==> src/rtl/jogo_seq_unidade_controle_pkg.sv <==
// Shared definitions for the sequence-game control unit: state codes (also the
// debug/7-seg codes seen on db_estado) and the Moore output bundle.
package jogo_seq_unidade_controle_pkg;

    typedef enum logic [3:0] {
        INICIAL     = 4'h0,
        PREPARACAO  = 4'h1,
        ESPERA      = 4'h2,
        REGISTRA    = 4'h4,
        COMPARACAO  = 4'h5,
        PROXIMO     = 4'h6,
        FIM_ACERTO  = 4'hA,
        FIM_ERRO    = 4'hB,
        FIM_TIMEOUT = 4'hC
    } estado_t;

    localparam logic [3:0] DB_INVALIDO = 4'hF;

    typedef struct packed {
        logic zeraC;
        logic contaC;
        logic zeraR;
        logic registraR;
        logic pronto;
        logic acertou;
        logic errou;
        logic timeout;
    } saidas_t;

    localparam saidas_t SAIDAS_NULAS = '{default: 1'b0};

    function automatic logic eh_estado_final(input estado_t e);
        return (e == FIM_ACERTO) || (e == FIM_ERRO) || (e == FIM_TIMEOUT);
    endfunction

endpackage

==> src/rtl/jogo_seq_unidade_controle_if.sv <==
// Control/status bundle between the control unit (master) and the game
// datapath (slave): play pulse, counter/comparator status and control strobes.
interface jogo_seq_unidade_controle_if;

    logic jogada;
    logic fimC;
    logic igual;
    logic zeraC;
    logic contaC;
    logic zeraR;
    logic registraR;

    modport master (
        input  jogada,
        input  fimC,
        input  igual,
        output zeraC,
        output contaC,
        output zeraR,
        output registraR
    );

    modport slave (
        output jogada,
        output fimC,
        output igual,
        input  zeraC,
        input  contaC,
        input  zeraR,
        input  registraR
    );

endinterface

==> src/rtl/jogo_seq_unidade_controle_contador_timeout.sv <==
// Play-timeout counter: synchronous clear, enable, asynchronous reset, and a
// terminal-count flag; it saturates at the terminal count instead of wrapping.
module contador_timeout #(
    parameter int TIMEOUT_CICLOS = 5000,
    parameter int TW             = 13
) (
    input  logic clock,
    input  logic reset,
    input  logic limpa_i,
    input  logic habilita_i,
    output logic fim_o
);

    localparam logic [TW-1:0] TERMINAL = TW'(TIMEOUT_CICLOS - 1);
    localparam logic [TW-1:0] UM       = TW'(1);

    logic [TW-1:0] cnt_q;
    logic [TW-1:0] cnt_d;

    // counter register
    always_ff @(posedge clock or posedge reset) begin
        if (reset) begin
            cnt_q <= '0;
        end else begin
            cnt_q <= cnt_d;
        end
    end

    // next count: clear wins, then count up to the terminal value and stop
    always_comb begin
        cnt_d = cnt_q;
        if (limpa_i) begin
            cnt_d = '0;
        end else if (habilita_i && (cnt_q != TERMINAL)) begin
            cnt_d = cnt_q + UM;
        end else begin
            cnt_d = cnt_q;
        end
    end

    assign fim_o = (cnt_q == TERMINAL);

endmodule

==> src/rtl/jogo_seq_unidade_controle.sv <==
// Moore control unit for the sequence-checking game: waits for each play,
// registers and compares it, advances the address, and ends in hit/miss/timeout.
module jogo_seq_unidade_controle
    import jogo_seq_unidade_controle_pkg::*;
#(
    parameter int TIMEOUT_CICLOS = 5000,
    parameter int TW             = 13
) (
    input  logic                              clock,
    input  logic                              reset,
    input  logic                              iniciar,
    jogo_seq_unidade_controle_if.master       dp,
    output logic                              pronto,
    output logic                              acertou,
    output logic                              errou,
    output logic                              timeout,
    output logic [3:0]                        db_estado
);

    estado_t estado_q;
    estado_t estado_d;
    saidas_t saidas_s;
    logic [3:0] db_estado_s;
    logic tmo_fim_s;
    logic em_espera_s;

    assign em_espera_s = (estado_q == ESPERA);

    // The counter only runs while waiting, so every play gets a fresh window.
    contador_timeout #(
        .TIMEOUT_CICLOS (TIMEOUT_CICLOS),
        .TW             (TW)
    ) u_contador_timeout (
        .clock      (clock),
        .reset      (reset),
        .limpa_i    (!em_espera_s),
        .habilita_i (em_espera_s),
        .fim_o      (tmo_fim_s)
    );

    // state register
    always_ff @(posedge clock or posedge reset) begin
        if (reset) begin
            estado_q <= INICIAL;
        end else begin
            estado_q <= estado_d;
        end
    end

    // next-state logic; a play arriving on the terminal count beats the timeout
    always_comb begin
        estado_d = estado_q;
        case (estado_q)
            INICIAL: begin
                if (iniciar) estado_d = PREPARACAO;
                else         estado_d = INICIAL;
            end
            PREPARACAO: estado_d = ESPERA;
            ESPERA: begin
                if (dp.jogada)      estado_d = REGISTRA;
                else if (tmo_fim_s) estado_d = FIM_TIMEOUT;
                else                estado_d = ESPERA;
            end
            REGISTRA: estado_d = COMPARACAO;
            COMPARACAO: begin
                if (!dp.igual)    estado_d = FIM_ERRO;
                else if (dp.fimC) estado_d = FIM_ACERTO;
                else              estado_d = PROXIMO;
            end
            PROXIMO: estado_d = ESPERA;
            FIM_ACERTO, FIM_ERRO, FIM_TIMEOUT: begin
                if (iniciar) estado_d = PREPARACAO;
                else         estado_d = estado_q;
            end
            default: estado_d = INICIAL;
        endcase
    end

    // Moore output decode from the current state only
    always_comb begin
        saidas_s    = SAIDAS_NULAS;
        db_estado_s = DB_INVALIDO;
        case (estado_q)
            INICIAL, PREPARACAO: begin
                saidas_s.zeraC = 1'b1;
                saidas_s.zeraR = 1'b1;
                db_estado_s    = estado_q;
            end
            ESPERA, COMPARACAO: begin
                db_estado_s = estado_q;
            end
            REGISTRA: begin
                saidas_s.registraR = 1'b1;
                db_estado_s        = estado_q;
            end
            PROXIMO: begin
                saidas_s.contaC = 1'b1;
                db_estado_s     = estado_q;
            end
            FIM_ACERTO: begin
                saidas_s.acertou = 1'b1;
                db_estado_s      = estado_q;
            end
            FIM_ERRO: begin
                saidas_s.errou = 1'b1;
                db_estado_s    = estado_q;
            end
            FIM_TIMEOUT: begin
                saidas_s.timeout = 1'b1;
                db_estado_s      = estado_q;
            end
            default: begin
                saidas_s    = SAIDAS_NULAS;
                db_estado_s = DB_INVALIDO;
            end
        endcase
        saidas_s.pronto = eh_estado_final(estado_q);
    end

    assign dp.zeraC     = saidas_s.zeraC;
    assign dp.contaC    = saidas_s.contaC;
    assign dp.zeraR     = saidas_s.zeraR;
    assign dp.registraR = saidas_s.registraR;
    assign pronto       = saidas_s.pronto;
    assign acertou      = saidas_s.acertou;
    assign errou        = saidas_s.errou;
    assign timeout      = saidas_s.timeout;
    assign db_estado    = db_estado_s;

endmodule
==> src/flat_wrapper.sv <==
// flat-port wrapper written by rule: the top's interface ports become plain ports
module jogo_seq_unidade_controle_flat import jogo_seq_unidade_controle_pkg::*;
#(
    parameter int TIMEOUT_CICLOS = 5000,
    parameter int TW             = 13
)
  (clock, reset, iniciar, pronto, acertou, errou, timeout, db_estado, dp_jogada, dp_fimC, dp_igual, dp_zeraC, dp_contaC, dp_zeraR, dp_registraR);
  jogo_seq_unidade_controle_if dp_i ();
  input  logic clock;
  input  logic reset;
  input  logic iniciar;
  output logic pronto;
  output logic acertou;
  output logic errou;
  output logic timeout;
  output logic [3:0] db_estado;
  input wire logic [$bits(dp_i.jogada)-1:0] dp_jogada;
  input wire logic [$bits(dp_i.fimC)-1:0] dp_fimC;
  input wire logic [$bits(dp_i.igual)-1:0] dp_igual;
  output wire logic [$bits(dp_i.zeraC)-1:0] dp_zeraC;
  output wire logic [$bits(dp_i.contaC)-1:0] dp_contaC;
  output wire logic [$bits(dp_i.zeraR)-1:0] dp_zeraR;
  output wire logic [$bits(dp_i.registraR)-1:0] dp_registraR;
  assign dp_i.jogada = dp_jogada;
  assign dp_i.fimC = dp_fimC;
  assign dp_i.igual = dp_igual;
  assign dp_zeraC = dp_i.zeraC;
  assign dp_contaC = dp_i.contaC;
  assign dp_zeraR = dp_i.zeraR;
  assign dp_registraR = dp_i.registraR;
  jogo_seq_unidade_controle #(.TIMEOUT_CICLOS(TIMEOUT_CICLOS), .TW(TW)) u_core (.clock(clock), .reset(reset), .iniciar(iniciar), .dp(dp_i), .pronto(pronto), .acertou(acertou), .errou(errou), .timeout(timeout), .db_estado(db_estado));
endmodule
==> config.mk <==
export PLATFORM = sky130hd
export DESIGN_NAME = jogo_seq_unidade_controle_flat
export DESIGN_NICKNAME = d
export VERILOG_FILES = /design/src/rtl/jogo_seq_unidade_controle_pkg.sv /design/src/rtl/jogo_seq_unidade_controle_if.sv /design/src/rtl/jogo_seq_unidade_controle_contador_timeout.sv /design/src/rtl/jogo_seq_unidade_controle.sv /design/src/flat_wrapper.sv
export SDC_FILE = /design/constraint.sdc
export NUM_CORES = 1
export LEC_CHECK = 0
export ABC_AREA = 1
export CAP_MARGIN = 0
export CORE_MARGIN = 2
export CORE_UTILIZATION = 47
export DETAILED_ROUTE_END_ITERATION = 8
export PLACE_DENSITY = 0.74
export SETUP_SLACK_MARGIN = 0.1
export SKIP_LAST_GASP = 1
export SYNTH_ARGS = -nofsm -noshare
export SYNTH_HDL_FRONTEND = slang
export SYNTH_SLANG_ARGS = --single-unit
==> constraint.sdc <==
create_clock -name clock -period 1.4 [get_ports clock]
set_input_delay 0.42 -clock clock [delete_from_list [all_inputs] [get_ports clock]]
set_output_delay 0.42 -clock clock [all_outputs]
set_load 0.01 [all_outputs]
Word-level counts from Yosys, hierarchy flattened
Index checks and enable logic that the tools add are counted.
{"block": "totals", "reg_bits": 17, "inputBits": 6, "out_inout_bits": 12, "word_cells": 39}
{"block": "op_classes", "addsub": 1, "n_eq_ne": 12, "muxes": 16, "n_reduce_logical": 8}
{"operator": "13-bit two-way mux", "count": 2}
{"operator": "4-bit two-way mux", "count": 6}
{"operator": "4-bit one-hot mux with 6 select lines", "count": 1}
{"operator": "13-bit by 1-bit adder with 13-bit output (second input constant)", "count": 1}
{"operator": "13-bit == test (second input constant)", "count": 1}
{"operator": "13-bit inequality test (second input constant)", "count": 1}
{"operator": "4-bit by 3-bit == test with 1-bit output (second input constant)", "count": 3}
{"operator": "4-bit == test (second input constant)", "count": 3}
{"operator": "9-bit OR reduction", "count": 1}
{"operator": "1-bit two-way mux", "count": 7}
{"operator": "4-bit by 1-bit == test with 1-bit output (second input constant)", "count": 1}
{"operator": "4-bit by 2-bit == test with 1-bit output (second input constant)", "count": 1}
{"operator": "4-bit logical NOT", "count": 1}
{"operator": "2-bit OR reduction", "count": 2}
{"operator": "3-bit OR reduction", "count": 1}
{"operator": "1-bit logical OR", "count": 2}
{"operator": "2-bit by 1-bit inequality test with 1-bit output (second input constant)", "count": 1}
{"operator": "2-bit inequality test (second input constant)", "count": 1}
{"operator": "1-bit logical AND", "count": 1}

Longest topological paths before layout
{"block": "depth", "word_depth": 4, "ltp_mapped": 8, "depth_no_buf": 8}

Hierarchy
A second synthesis with hierarchy kept.
{"block": "unflattened", "hier_cells": 213, "hier_area_um2": 1323.8}
{"module": "contador_timeout", "n_inst": 1, "cells_per_inst": 148, "area_each_um2": 940.9, "seq_area_each_um2": 325.3}
{"module": "jogo_seq_unidade_controle", "n_inst": 1, "cells_per_inst": 65, "area_each_um2": 382.9, "seq_area_each_um2": 100.1}

Worst setup path before layout
Ideal clock, no wire load.
{"block": "synth_timing", "path_kind": "register to output", "from": "reg u_core.estado_q[1]", "to": "out db_estado[0]", "arrival_ps": 1073, "required_ps": 980, "slack_ps": -93, "stages_incl_launch_ff": 7, "path_buffers": 0, "path_cell_list": "dfrtp_1 -> nor2_1 -> nand3_1 -> nand2_2 -> inv_1 -> nand2_1 -> nand2_1"}
{"block": "synth_via", "elab_chain_len": 3, "elab_cells_between_ends": 11, "cone_classes": "8 x eq/ne; 1 x mux; 2 x reduce/logical"}
{"element": "start: declaration", "line_no": "jogo_seq_unidade_controle.sv:20", "rtl": "estado_t estado_q;"}
{"element": "start signal: assignment", "line_no": "jogo_seq_unidade_controle.sv:46", "rtl": "estado_q <= estado_d;"}
{"element": "4-bit by 2-bit == test with 1-bit output, or another cell as far along", "line_no": "jogo_seq_unidade_controle.sv:83", "rtl": "case (estado_q)"}
{"element": "9-bit OR reduction (no source line) (*)"}
{"element": "4-bit two-way mux (*)", "line_no": "jogo_seq_unidade_controle.sv:83"}
{"element": "end: declaration", "line_no": "flat_wrapper.sv:16", "rtl": "output logic [3:0] db_estado;"}
Mark *: on every way between the ends. The rest lies on a longest branch, timed or not.

Final worst setup path
{"block": "layout_timing", "from": "reg u_core.estado_q[1]", "to": "out db_estado[1]"}
{"block": "layout_via", "elab_chain_len": 3, "elab_cells_between_ends": 11, "cone_classes": "8 x eq/ne; 1 x mux; 2 x reduce/logical"}
{"element": "4-bit by 2-bit == test with 1-bit output, or another cell as far along", "line_no": "jogo_seq_unidade_controle.sv:83"}
{"element": "9-bit OR reduction (no source line)"}
{"element": "4-bit two-way mux (*)", "line_no": "jogo_seq_unidade_controle.sv:83"}
Marked as above.

==> flow_metrics.tcl <==
set metrics [dict create \
    initial_core_util_pct 50.0 \
    vias_per_cell 5.92 \
    synth_top_cell_area_share_pct 38.1 \
    syn2layout_area_growth_pct 76.7 \
    layout_setup_ws_ns -0.426 \
    required_ns 0.98 \
    hpwl_um 2100 \
    synth_seq_area_share_pct 38.1 \
    multi_input_area_um2 833 \
    syn_inst 164 \
    syn-num-nets 171 \
    ios 18 \
    post_dp_cell_area_um2 1450 \
    drv_slew 0 \
    regArea_um2 428 \
    cpPeakStageDelay_ns 0.47 \
    grt_first_pass_wirelength_um 5890 \
    drc 0 \
    overflow 0 \
    die_w_um 52.8 \
    fillerInstances 104 \
    syn_area_um2 1120 \
    holdBufCountCts 0 \
    power_density_nw_per_um2 1560 \
    cts_num_sinks 17 \
    yosysWarnings 0 \
    ys_types 23 \
    critical_path_class "flip-flop to primary output" \
    p_leak_uw 0.000927 \
    hold_class "primary input to async pin" \
    grt_setup_unrepaired "true" \
    final_area_um2 1970 \
    drv_cap 0 \
    fin_nets 231 \
    wl_um 4980 \
    clkSlewWorstSetupHoldPaths_ns 0.12 \
    synth_most_common_cell "nand2_1" \
    dp_cells 223 \
    post_synth.cell_area_avg_um2 6.81 \
    vias 1486 \
    fmax_ghz 0.548 \
    relSlewSlack_pct 79.7 \
    drive_gt1_share_pct 53.8 \
    path_cells "nor2_4 > nand3_4 > nand2_4 > inv_4 > nand2_4 > nand2_2 > buf_6" \
    synth_seq_cells 17 \
    cts_root_buffer "clkbuf_4" \
    r2r-start "u_core.estado_q[0]" \
    std_cell_rows 17 \
    netlist_top_cells_count "nand2_1, inv_1, nor2_1" \
    power_uw 3080 \
    async_flop_share_pct 100 \
    port_buffers 17 \
    fp.dieH_um 52.8 \
    diodes 0 \
    max_slew.worst_pin.slew_ns 0.303 \
    cp_common_cell "nand2_4" \
    cts_tree "yes" \
    first_global_vias 1260 \
    ant_nets 0 \
    numCtsBuffers 3 \
    cp-start-kind "flip-flop" \
    gp_congestion 0.908 \
    routedWlPerCell_um 19.8 \
    arrival_ns 1.41 \
    outcome "finished, violations left" \
    violations "negative setup slack" \
    critPathBufInv 2 \
    crit_start "u_core.estado_q[1]" \
    post-route-util_pct 88.4 \
    hold_viol 0 \
    cp_top_family "flip-flops" \
    clockBufferDepth 2 \
    grt_start_max_net_pins 18 \
    htree_levels 1 \
    synth_edf_count 0 \
    antenna_found_initial 0 \
    crit_path_max_fanout 3 \
    period_share_pct 130 \
    synth_top_cell_by_area "dfrtp_1" \
    dr.first_iter.drc_count 95 \
    first_pass_iters 4 \
    instances_no_fill 251 \
    core_um2 2230 \
    yosys_most_used_dff "dfrtp_1" \
    period_minus_slack_ns 1.83 \
    clock_latency_ns 0.31 \
    fin_skew_ns 0.00513 \
    cp_slowest_cell "dfrtp_2" \
    die-area_um2 2780 \
    end_kind "primary output" \
    track_usage_pct 29.4 \
    ir_worst_vdd_mv 1.51 \
    synthTopCellsByArea "dfrtp_1, nand2_1, inv_1" \
    setup_violations 27 \
]
[where the power goes]
group / leakage [µW] / switching, µW / internal, µW / total [µW]
clock: 0.0000139 / 185 / 109 / 294
sequential: 0.000231 / 92.1 / 556 / 648
combinational: 0.000682 / 1090 / 1050 / 2140
total: 0.000927 / 1360 / 1720 / 3080
[metrics by stage]
step,worst slack [ns],hold slack [ns],setup TNS (ns)
finish,-0.426,0.418,-5.14
global route,-0.462,0.452,-6.32
CTS,-0.384,0.424,-3.75
detailed placement,-0.453,0.556,-4.63
global placement,-0.387,0.547,-4.06
floorplan,-0.00120,0.346,-0.00120
[cells in the final DEF, fill, tap and decap left out, types with 5 or more instances in the layout]
cell,n
nand2_2,7
clkdlybuf4s50_1,5
buf_4,23
dfrtp_1,15
nand2_1,28
inv_1,21
nor2_2,6
nand3_1,10
nor2_4,8
nand3_2,8
nand2_4,11
a21oi_2,6
buf_6,23
nor2_1,13
[final timing paths]
| check | to | slack (ns) | depth (start not counted) |
|---|---|---|---|
| min in group clock | u_core.u_contador_timeout.cnt_q[10] | 0.60 | 2 |
| hold reg to reg | u_core.u_contador_timeout.cnt_q[10] | 0.60 | 2 |
| hold / removal | u_core.u_contador_timeout.cnt_q[1] | 0.42 | 3 |
| setup reg to reg | u_core.estado_q[3] | -0.18 | 8 |
| max in group asynchronous | u_core.estado_q[3] | 0.77 | 3 |
| setup / recovery | db_estado[1] | -0.43 | 7 |
[flip-flops by register name (all words and copies together) (netlist names)]
register and flops:
u_core.u_contador_timeout.cnt_q 13, u_core.estado_q 4
[tightest hold or removal path, cell delays in order]
cell and delay, ns:
clkdlybuf4s50_1 0.40, inv_1 0.05, buf_4 0.25
[routing by layer]
metal	track usage [%]	vias up	wire (µm)
met1	34.0	697	1840
met5	0	-	0
met2	51.0	112	2370
li1	-	639	-
met4	13.2	0	310
met3	6.86	38	464
[cell families (layout without fill, tap and decap cells)]
family | count (synthesis) | count (layout) | share of synthesized area, %
buffers and inverters | 31 | 90 | 11.4
and+or+nand+nor | 100 | 100 | 40.3
AOI/OAI and AO/OA | 14 | 14 | 8.29
adders and majority gates | 1 | 1 | 1.12
DFF | 17 | 17 | 38.1
xor gates and xnor gates | 1 | 1 | 0.784
[what timing repair did]
| item | CTS | global route |
|---|---|---|
| gates resized for setup | 78 | 65 |
| gates cloned | 0 | 0 |
| pin swaps | 8 | 22 |
| endpoints found under the setup margin | 29 | 29 |
| buffers inserted | 10 | 15 |
[final cells by class]
type	instances	share of cell area, %
well taps	28	1.77
flip-flops and latches	17	21.7
clock inverters	1	0.380
clock buffers	3	1.14
repair buffers	57	26.4
inverters	29	6.40
multi-input cells	116	42.2
(Power assumes the default switching activity.)
